$ cat src/rtl/rv32i_mc_core_if.sv
// rv32i_mc_core_if: instruction/data SRAM bus between the core (master) and the memories (slave).
interface rv32i_mc_core_if;
    logic        instr_read;
    logic [31:0] instr_addr;
    logic [31:0] instr_out;
    logic        data_read;
    logic [3:0]  data_write;
    logic [31:0] data_addr;
    logic [31:0] data_in;
    logic [31:0] data_out;
    modport master (
        output instr_read, instr_addr, data_read, data_write, data_addr, data_in,
        input  instr_out, data_out
    );
    modport slave (
        input  instr_read, instr_addr, data_read, data_write, data_addr, data_in,
        output instr_out, data_out
    );
endinterface

$ cat src/rtl/rv32i_mc_core.sv
// rv32i_mc_core: multi-cycle RV32I core (FETCH/EXEC/LOAD_WB) over one-cycle-latency SRAMs.
module rv32i_mc_core #(
    parameter logic [31:0] RESET_PC = 32'h0000_0000
) (
    input  logic clk,
    input  logic rst,
    rv32i_mc_core_if.master bus
);
    typedef enum logic [1:0] {FETCH, EXEC, LOAD_WB} state_e;
    state_e      state_q, state_d;
    logic [31:0] pc_q, pc_d;
    logic [31:0] rf_q [32];
    logic [31:0] ir, rs1_v, rs2_v, imm_i, imm_s, imm_b, imm_u, imm_j;
    logic [31:0] op_b, alu, ld_addr, st_addr, maddr, ld_word, ld_val, rf_wd;
    logic [6:0]  opc, f7;
    logic [2:0]  f3;
    logic [4:0]  rd, sh;
    logic [1:0]  off;
    logic        is_lui, is_auipc, is_jal, is_jalr, is_br, is_ld, is_st, is_opi, is_op;
    logic        lt, ltu, take, rf_we, mem_act, st_en;
    assign ir     = bus.instr_out;
    assign opc    = ir[6:0];
    assign rd     = ir[11:7];
    assign f3     = ir[14:12];
    assign f7     = ir[31:25];
    assign rs1_v  = rf_q[ir[19:15]];
    assign rs2_v  = rf_q[ir[24:20]];
    assign imm_i  = {{20{ir[31]}}, ir[31:20]};
    assign imm_s  = {{20{ir[31]}}, ir[31:25], ir[11:7]};
    assign imm_b  = {{19{ir[31]}}, ir[31], ir[7], ir[30:25], ir[11:8], 1'b0};
    assign imm_u  = {ir[31:12], 12'b0};
    assign imm_j  = {{11{ir[31]}}, ir[31], ir[19:12], ir[20], ir[30:21], 1'b0};
    // Anything not decoded as one of these falls through as a NOP.
    assign is_lui   = opc == 7'h37;
    assign is_auipc = opc == 7'h17;
    assign is_jal   = opc == 7'h6F;
    assign is_jalr  = opc == 7'h67 && f3 == 3'b000;
    assign is_br    = opc == 7'h63 && f3[2:1] != 2'b01;
    assign is_ld    = opc == 7'h03 && f3 != 3'b011 && f3[2:1] != 2'b11;
    assign is_st    = opc == 7'h23 && f3 < 3'b011;
    assign is_op    = opc == 7'h33 && (f7 == 7'h00 || (f7 == 7'h20 && (f3 == 3'b000 || f3 == 3'b101)));
    assign is_opi   = opc == 7'h13 && (f3 == 3'b001 ? f7 == 7'h00 :
                                       f3 == 3'b101 ? (f7 == 7'h00 || f7 == 7'h20) : 1'b1);
    assign op_b = (opc == 7'h33 || opc == 7'h63) ? rs2_v : imm_i;
    assign sh   = op_b[4:0];
    assign lt   = $signed(rs1_v) < $signed(op_b);
    assign ltu  = rs1_v < op_b;
    assign take = (f3[2] ? (f3[1] ? ltu : lt) : rs1_v == op_b) ^ f3[0];
    always_comb begin
        unique case (f3)
            3'b000:  alu = (opc == 7'h33 && ir[30]) ? rs1_v - op_b : rs1_v + op_b;
            3'b001:  alu = rs1_v << sh;
            3'b010:  alu = {31'b0, lt};
            3'b011:  alu = {31'b0, ltu};
            3'b100:  alu = rs1_v ^ op_b;
            3'b101:  alu = ir[30] ? 32'($signed(rs1_v) >>> sh) : rs1_v >> sh;
            3'b110:  alu = rs1_v | op_b;
            default: alu = rs1_v & op_b;
        endcase
    end
    assign ld_addr = rs1_v + imm_i;
    assign st_addr = rs1_v + imm_s;
    assign maddr   = is_st ? st_addr : ld_addr;
    assign off     = maddr[1:0];
    assign ld_word = bus.data_out >> (f3[1] ? 5'd0 : f3[0] ? {off[1], 4'b0} : {off, 3'b0});
    assign ld_val  = f3 == 3'b000 ? {{24{ld_word[7]}}, ld_word[7:0]} :
                     f3 == 3'b001 ? {{16{ld_word[15]}}, ld_word[15:0]} :
                     f3 == 3'b100 ? {24'b0, ld_word[7:0]} :
                     f3 == 3'b101 ? {16'b0, ld_word[15:0]} : ld_word;
    always_comb begin
        state_d = state_q;
        pc_d    = pc_q;
        rf_we   = 1'b0;
        rf_wd   = alu;
        if (state_q == FETCH) begin
            state_d = EXEC;
        end else if (state_q == LOAD_WB) begin
            state_d = FETCH;
            pc_d    = pc_q + 32'd4;
            rf_we   = 1'b1;
            rf_wd   = ld_val;
        end else begin
            state_d = is_ld ? LOAD_WB : FETCH;
            pc_d    = is_ld ? pc_q :
                      is_jal ? pc_q + imm_j :
                      is_jalr ? {ld_addr[31:1], 1'b0} :
                      (is_br && take) ? pc_q + imm_b : pc_q + 32'd4;
            rf_we   = is_lui | is_auipc | is_jal | is_jalr | is_op | is_opi;
            rf_wd   = is_lui ? imm_u :
                      is_auipc ? pc_q + imm_u :
                      (is_jal | is_jalr) ? pc_q + 32'd4 : alu;
        end
    end
    // Outputs are gated by rst so they drop the moment reset is asserted.
    assign mem_act        = !rst && ((state_q == EXEC && (is_ld || is_st)) || state_q == LOAD_WB);
    assign st_en          = !rst && state_q == EXEC && is_st;
    assign bus.instr_read = !rst && state_q == FETCH;
    assign bus.instr_addr = rst ? 32'b0 : pc_q;
    assign bus.data_read  = !rst && state_q == EXEC && is_ld;
    assign bus.data_addr  = mem_act ? maddr : 32'b0;
    assign bus.data_write = !st_en ? 4'b0 : f3[1] ? 4'b1111 :
                            f3[0] ? 4'b0011 << {off[1], 1'b0} : 4'b0001 << off;
    assign bus.data_in    = !st_en ? 32'b0 : f3[1] ? rs2_v :
                            f3[0] ? {2{rs2_v[15:0]}} : {4{rs2_v[7:0]}};
    always_ff @(posedge clk or posedge rst) begin
        if (rst) begin
            state_q <= FETCH;
            pc_q    <= RESET_PC;
            for (int i = 0; i < 32; i++) rf_q[i] <= '0;
        end else begin
            state_q <= state_d;
            pc_q    <= pc_d;
            if (rf_we && rd != 5'd0) rf_q[rd] <= rf_wd;
        end
    end
endmodule

$ cat src/flat_wrapper.sv
// flat-port wrapper written by rule: the top's interface ports become plain ports
module rv32i_mc_core_flat 
#(
    parameter logic [31:0] RESET_PC = 32'h0000_0000
)
  (clk, rst, bus_instr_read, bus_instr_addr, bus_data_read, bus_data_write, bus_data_addr, bus_data_in, bus_instr_out, bus_data_out);
  rv32i_mc_core_if bus_i ();
  input  logic clk;
  input  logic rst;
  output wire logic [$bits(bus_i.instr_read)-1:0] bus_instr_read;
  output wire logic [$bits(bus_i.instr_addr)-1:0] bus_instr_addr;
  output wire logic [$bits(bus_i.data_read)-1:0] bus_data_read;
  output wire logic [$bits(bus_i.data_write)-1:0] bus_data_write;
  output wire logic [$bits(bus_i.data_addr)-1:0] bus_data_addr;
  output wire logic [$bits(bus_i.data_in)-1:0] bus_data_in;
  input wire logic [$bits(bus_i.instr_out)-1:0] bus_instr_out;
  input wire logic [$bits(bus_i.data_out)-1:0] bus_data_out;
  assign bus_instr_read = bus_i.instr_read;
  assign bus_instr_addr = bus_i.instr_addr;
  assign bus_data_read = bus_i.data_read;
  assign bus_data_write = bus_i.data_write;
  assign bus_data_addr = bus_i.data_addr;
  assign bus_data_in = bus_i.data_in;
  assign bus_i.instr_out = bus_instr_out;
  assign bus_i.data_out = bus_data_out;
  rv32i_mc_core #(.RESET_PC(RESET_PC)) u_core (.clk(clk), .rst(rst), .bus(bus_i));
endmodule
$ cat config.mk
export PLATFORM = sky130hd
export DESIGN_NAME = rv32i_mc_core_flat
export DESIGN_NICKNAME = d
export VERILOG_FILES = /design/src/rtl/rv32i_mc_core_if.sv /design/src/rtl/rv32i_mc_core.sv /design/src/flat_wrapper.sv
export SDC_FILE = /design/constraint.sdc
export NUM_CORES = 2
export LEC_CHECK = 0
export CELL_PAD_IN_SITES_DETAIL_PLACEMENT = 1
export CELL_PAD_IN_SITES_GLOBAL_PLACEMENT = 1
export CORE_MARGIN = 4
export CORE_UTILIZATION = 51
export DETAILED_ROUTE_END_ITERATION = 8
export GPL_ROUTABILITY_DRIVEN = 0
export HOLD_SLACK_MARGIN = 0.12
export PLACE_DENSITY_LB_ADDON = 0.1
export SLEW_MARGIN = 20
export SYNTH_ARGS = -nofsm -noshare
export SYNTH_HDL_FRONTEND = slang
export SYNTH_SLANG_ARGS = --single-unit
$ cat constraint.sdc
create_clock -name clk -period 42.3 [get_ports clk]
set_input_delay 6.345 -clock clk [delete_from_list [all_inputs] [get_ports clk]]
set_output_delay 6.345 -clock clk [all_outputs]
set_load 0.03 [all_outputs]
After elaboration in Yosys (flattened, before gate mapping) --
Cells that the tools add are included. W data, S select, Z words.
Word-level totals: register bits after elaboration 1058, input bits 66, output and inout bits 102, logic and storage cells 169
Cells by class: add/subtract/negate cells 8, order comparisons 7, equality and inequality tests 23, shifts and indexed selects 6, multiplexer cells 47, bitwise logic cells 14, reduce and logical (&&, ||, !) cells 30
Operators by type and width (number):
- $bwmux W1024 | 1
- $mux W32 | 28
- $bmux W32 S5 | 2
- $pmux W32 S7 | 1
- $add A32 B32 Y32 | 6
- $demux W32 S5 | 1
- $lt A32 B32 Y1 | 2
- $shr A32 B5 Y32 | 2
- $add A32 B3 Y32 const B | 1
- $and A32 B32 Y32 | 1
- $eq A32 B32 Y1 | 1
- $or A32 B32 Y32 | 1
- $shl A32 B5 Y32 | 1
- $sshr A32 B5 Y32 | 1
- $sub A32 B32 Y32 | 1
- $xor A32 B32 Y32 | 1
- $eq A7 B6 Y1 const B | 4
- $eq A7 B7 Y1 const B | 3
- $ge A6 B6 Y1 const B | 3
- $logic_and A1 B1 Y1 | 18
- $not A5 Y6 | 3
- $mux W4 | 4
- $eq A7 B5 Y1 const B | 2
- $eq A3 B3 Y1 const B | 3
- other kinds (25) | 44

Longest topological paths before layout --
depth after elaboration 16, gate-level depth with buffers 29, mapped depth without buffers 21

Least setup slack after synthesis --
No wires, ideal clock.
path type input-to-output, from input port rst, to output port bus_data_addr[0], arrival time 33240 ps, required time 35955 ps, slack 2715 ps, stages 4, buffers on the path 0, cells stage by stage inv_1 > and4_1 > a211oi_1 > a21oi_1
Between the ends: longest elaborated chain between the ends 3
RTL lines:
- start: declaration | RTL line flat_wrapper.sv:9 | input logic rst;
- $logic_not A1 Y1 | RTL line rv32i_mc_core.sv:95 | assign mem_act = !rst && ((state_q == EXEC && (is_ld || is_st)) || state_q == LOAD_WB);
- $logic_and A1 B1 Y1 | RTL line rv32i_mc_core.sv:95
- $mux W32 | RTL line rv32i_mc_core.sv:100 | assign bus.data_addr = mem_act ? maddr : 32'b0;
- end: declaration | RTL line flat_wrapper.sv:14 | output wire logic [$bits(bus_i.data_addr)-1:0] bus_data_addr;
Every way passes these cells.

Worst setup path after layout --
from input port bus_instr_out[16], to output port bus_data_addr[31]
Between the ends: longest elaborated chain between the ends 7, elaborated cells on any way between the ends 8, those cells by class add/sub (2); mux (5); bitwise (1)
RTL lines:
- start: declaration | RTL line flat_wrapper.sv:16 | input wire logic [$bits(bus_i.instr_out)-1:0] bus_instr_out;
- $not A5 Y6 (not written as such) (*) | RTL line rv32i_mc_core.sv:26 | assign rs1_v = rf_q[ir[19:15]];
- $bmux W32 S5 (*) | RTL line rv32i_mc_core.sv:26
- $mux W32 (not written as such) (*) (2 in series) | RTL line rv32i_mc_core.sv:26
- $add A32 B32 Y32 (on tied branches) | RTL line rv32i_mc_core.sv:61, rv32i_mc_core.sv:62
- $mux W32 (*) | RTL line rv32i_mc_core.sv:63 | assign maddr = is_st ? st_addr : ld_addr;
- $mux W32 (*) | RTL line rv32i_mc_core.sv:100
Every way passes the cells marked *; elsewhere a longest branch is shown, timed or not. The select of a mux whose other input is x is not followed.

==> impl_metrics.tcl <==
set metrics [dict create \
    overflow 0 \
    critical_path_arrival_ns 14.27 \
    p_sw_share_pct 37.3 \
    clock.fmax_mhz 48.5 \
    yosysTopAreaCell "dfrtp_1" \
    routed_wl_um 371000 \
    fp.dieH_um 397 \
    dr.pass1.iters 9 \
    ys_seq_area_share_pct 34.4 \
    ys_seq_elements 1057 \
    p_clk_share_pct 33.2 \
    cp-end-kind "output pin" \
    grt_pass1_vias 72100 \
    p_per_area_nw_per_um2 38.2 \
    drt_first_iter_violations 10000 \
    port_buffers 166 \
    cts.repair.resized 0 \
    vias 72300 \
    drt-vias-per-instance 7.43 \
    slew_headroom_pct 15.3 \
    power_uw 3210 \
    wire_per_inst_um 38.2 \
    numCtsBuffers 117 \
    row_count 142 \
    cellLeakagePower_uw 0.0363 \
    p_int_uw 2010 \
    pin_count 168 \
    worstHoldPathType "register to register" \
    drive_gt1_share_pct 18.8 \
    synthesis.nets 8107 \
    final.period_utilization_pct 48.7 \
    setup_viol 0 \
    coreArea_um2 150000 \
    rsz0062_at_grt "false" \
    syn_avg_cell_area_um2 9.81 \
    comb_power_share_pct 30.4 \
    cp_max_fo 60 \
    synth_edf_count 0 \
    mostFrequentLayoutCells "1056 x dfrtp_1, 764 x nand2_1, 572 x mux2i_1, 470 x a21oi_1, 425 x nor2_1" \
    synthArstFlopShare_pct 100 \
    hpwl_um 249000 \
    cts_tree "yes" \
    synth_area_leaders "dfrtp_1 34%, mux4_2 10%, mux2i_1 7.5%" \
    cap_violations 0 \
    layout_commonest_cell "dfrtp_1" \
    synthesis.instances 7847 \
    antenna_found_initial 30 \
    power.switching_uw 1200 \
    ctsHtreeMaxLevel 3 \
    cts_setup_buffers 0 \
    synth_flop_cell "dfrtp_1" \
    ant_nets 0 \
    finalHoldViolations 0 \
    criticalPathCategory "input pin to output pin" \
    drc 0 \
    clkLatencyLatePin_ns 0.80 \
    root_buffer "clkbuf_16" \
    die-area_um2 157000 \
    grt_pass1_wl_um 532000 \
    areaGrowthSynthToFinish_pct 9.08 \
    finalMaxSlewViolations 0 \
    vdd_ir_drop_max_uv 35.3 \
    clk_pin_slew_ns 0.06 \
    start_util_pct 51.3 \
    start_kind "input pin" \
    status "completed" \
    holdBufCountCts 0 \
    skew_ns 0.0980 \
    grt_usage_pct 46.3 \
    max-clock-path-buffers 3 \
    grt_start_max_net_pins 143 \
    synthDistinctLibCells 126 \
    die_w_um 397 \
    nets 7852 \
    crit_required_ns 35.95 \
    fin_setup_tns_ns 0 \
    p_seq_share_pct 36.4 \
    synth_area_um2 77000 \
    synth.top_cell.area_share_pct 34.4 \
    cts_sinks 1057 \
    yosysWarnings 0 \
    worst_pin_slew_ns 1.26 \
    min_period_ns 20.62 \
]
[power by group through the flow]
| stage | Sequential (uW) | Combinational, uW | Clock [uW] |
|---|---|---|---|
| floorplan | 1130 | 630 | 0 |
| global placement | 1170 | 896 | 0 |
| detailed placement | 1180 | 915 | 0 |
| CTS | 1160 | 922 | 1070 |
| global route | 1170 | 1010 | 1120 |
| finish | 1170 | 974 | 1070 |
[state kept, by name, summed over array words and instances, names as in the netlist]
signal	count
u_core.rf_q	1024
u_core.state_q	2
u_core.pc_q	31
[Yosys cell counts (32+ instances only)]
cell,number
o21ai_0,409
mux2i_1,578
a21oi_1,479
xor2_1,76
a31o_2,39
nand3_1,163
nor3_1,87
buf_2,132
a31oi_1,88
nand2_1,769
xnor2_1,118
o22ai_1,56
o21ai_1,209
o211ai_1,53
and3_1,32
buf_4,38
mux4_2,357
and2_1,56
nor2_1,462
ha_1,187
clkbuf_1,494
mux2_1,48
nor2b_1,60
buf_6,61
o21a_1,40
inv_1,137
a211oi_1,82
o21bai_1,45
mux2_2,406
dfrtp_1,1057
nand4_1,44
o31ai_1,116
a22oi_1,231
buf_1,42
a21o_1,76
[layout make-up]
class / count / area, um2
Antenna cell: 18 / 45.0
Sequential cell: 1057 / 26500
Inverter: 153 / 583
Fill cell: 16400 / 66000
Multi-Input combinational cell: 5857 / 46800
Clock buffer: 181 / 3520
Tap cell: 2016 / 2520
Clock inverter: 36 / 467
Timing Repair Buffer: 406 / 3560
[routing by layer]
layer  vias up  global-route usage, %  share of wire (%)
met2      5394                   65.2                 41
met3      1692                   18.2                 14
met5         -                  0.985              0.076
met1     36500                   57.9                 36
met4        16                   32.6                9.0
li1      28600                      -                  -
[worst max-delay path, cell delays in order]
cell	delay (ns)
buf_8	0.44
buf_4	0.74
and2_2	0.79
buf_4	0.62
a22oi_1	0.20
nand3_1	0.12
and4_1	0.68
inv_1	0.27
ha_1	0.40
a21oi_1	0.25
o21bai_1	0.11
a21oi_1	0.55
a22oi_1	0.37
a21o_1	0.25
a21oi_1	0.38
o21a_1	0.18
o21ai_0	0.14
a21oi_1	0.23
xor2_1	0.11
nor2_1	0.12
clkdlybuf4s50_1	0.68
[per-stage QoR]
| stage | cell area, um2 | setup slack (ns) | util, % | instances | hold WS [ns] |
|---|---|---|---|---|---|
| CTS | 83800 | 22.09 | 55.9 | 9702 | 0.400 |
| finish | 84000 | 21.68 | 56.0 | 9724 | 0.399 |
| detailed placement | 79800 | 22.12 | 53.2 | 9485 | 0.386 |
| floorplan | 77000 | 2.71 | - | 7847 | 0.441 |
| global placement | 79700 | 22.25 | 53.2 | 9481 | 0.381 |
| global route | 83900 | 21.63 | 56.0 | 9709 | 0.412 |
[cells by family after synthesis]
kind of cell	count (synthesis)	share of synthesized area, %
flops	1057	34.4
buf+inv	933	5.66
compound gates	2198	18.4
mux	1413	25.1
xor+xnor	194	2.21
simple gates	1857	11.0
other cells	1	0.00487
fa+ha+maj	194	3.22
[worst paths after layout]
path,cells after the start,end,startpoint,slack (ns)
worst max-delay path,21,bus_data_addr[31],bus_instr_out[16],21.68
worst min-delay path,0,u_core.rf_q[1012]$_DFFE_PP0P_,u_core.rf_q[1012]$_DFFE_PP0P_,0.40
worst max register to register,14,u_core.pc_q[9]$_DFFE_PP0P_,u_core.rf_q[666]$_DFFE_PP0P_,34.11
worst min register to register,0,u_core.rf_q[1012]$_DFFE_PP0P_,u_core.rf_q[1012]$_DFFE_PP0P_,0.40
max in group asynchronous,7,u_core.rf_q[45]$_DFFE_PP0P_,rst,32.29
min in group asynchronous,3,u_core.pc_q[24]$_DFFE_PP0P_,rst,6.21
Note: power is estimated with default switching activity, not from simulation.
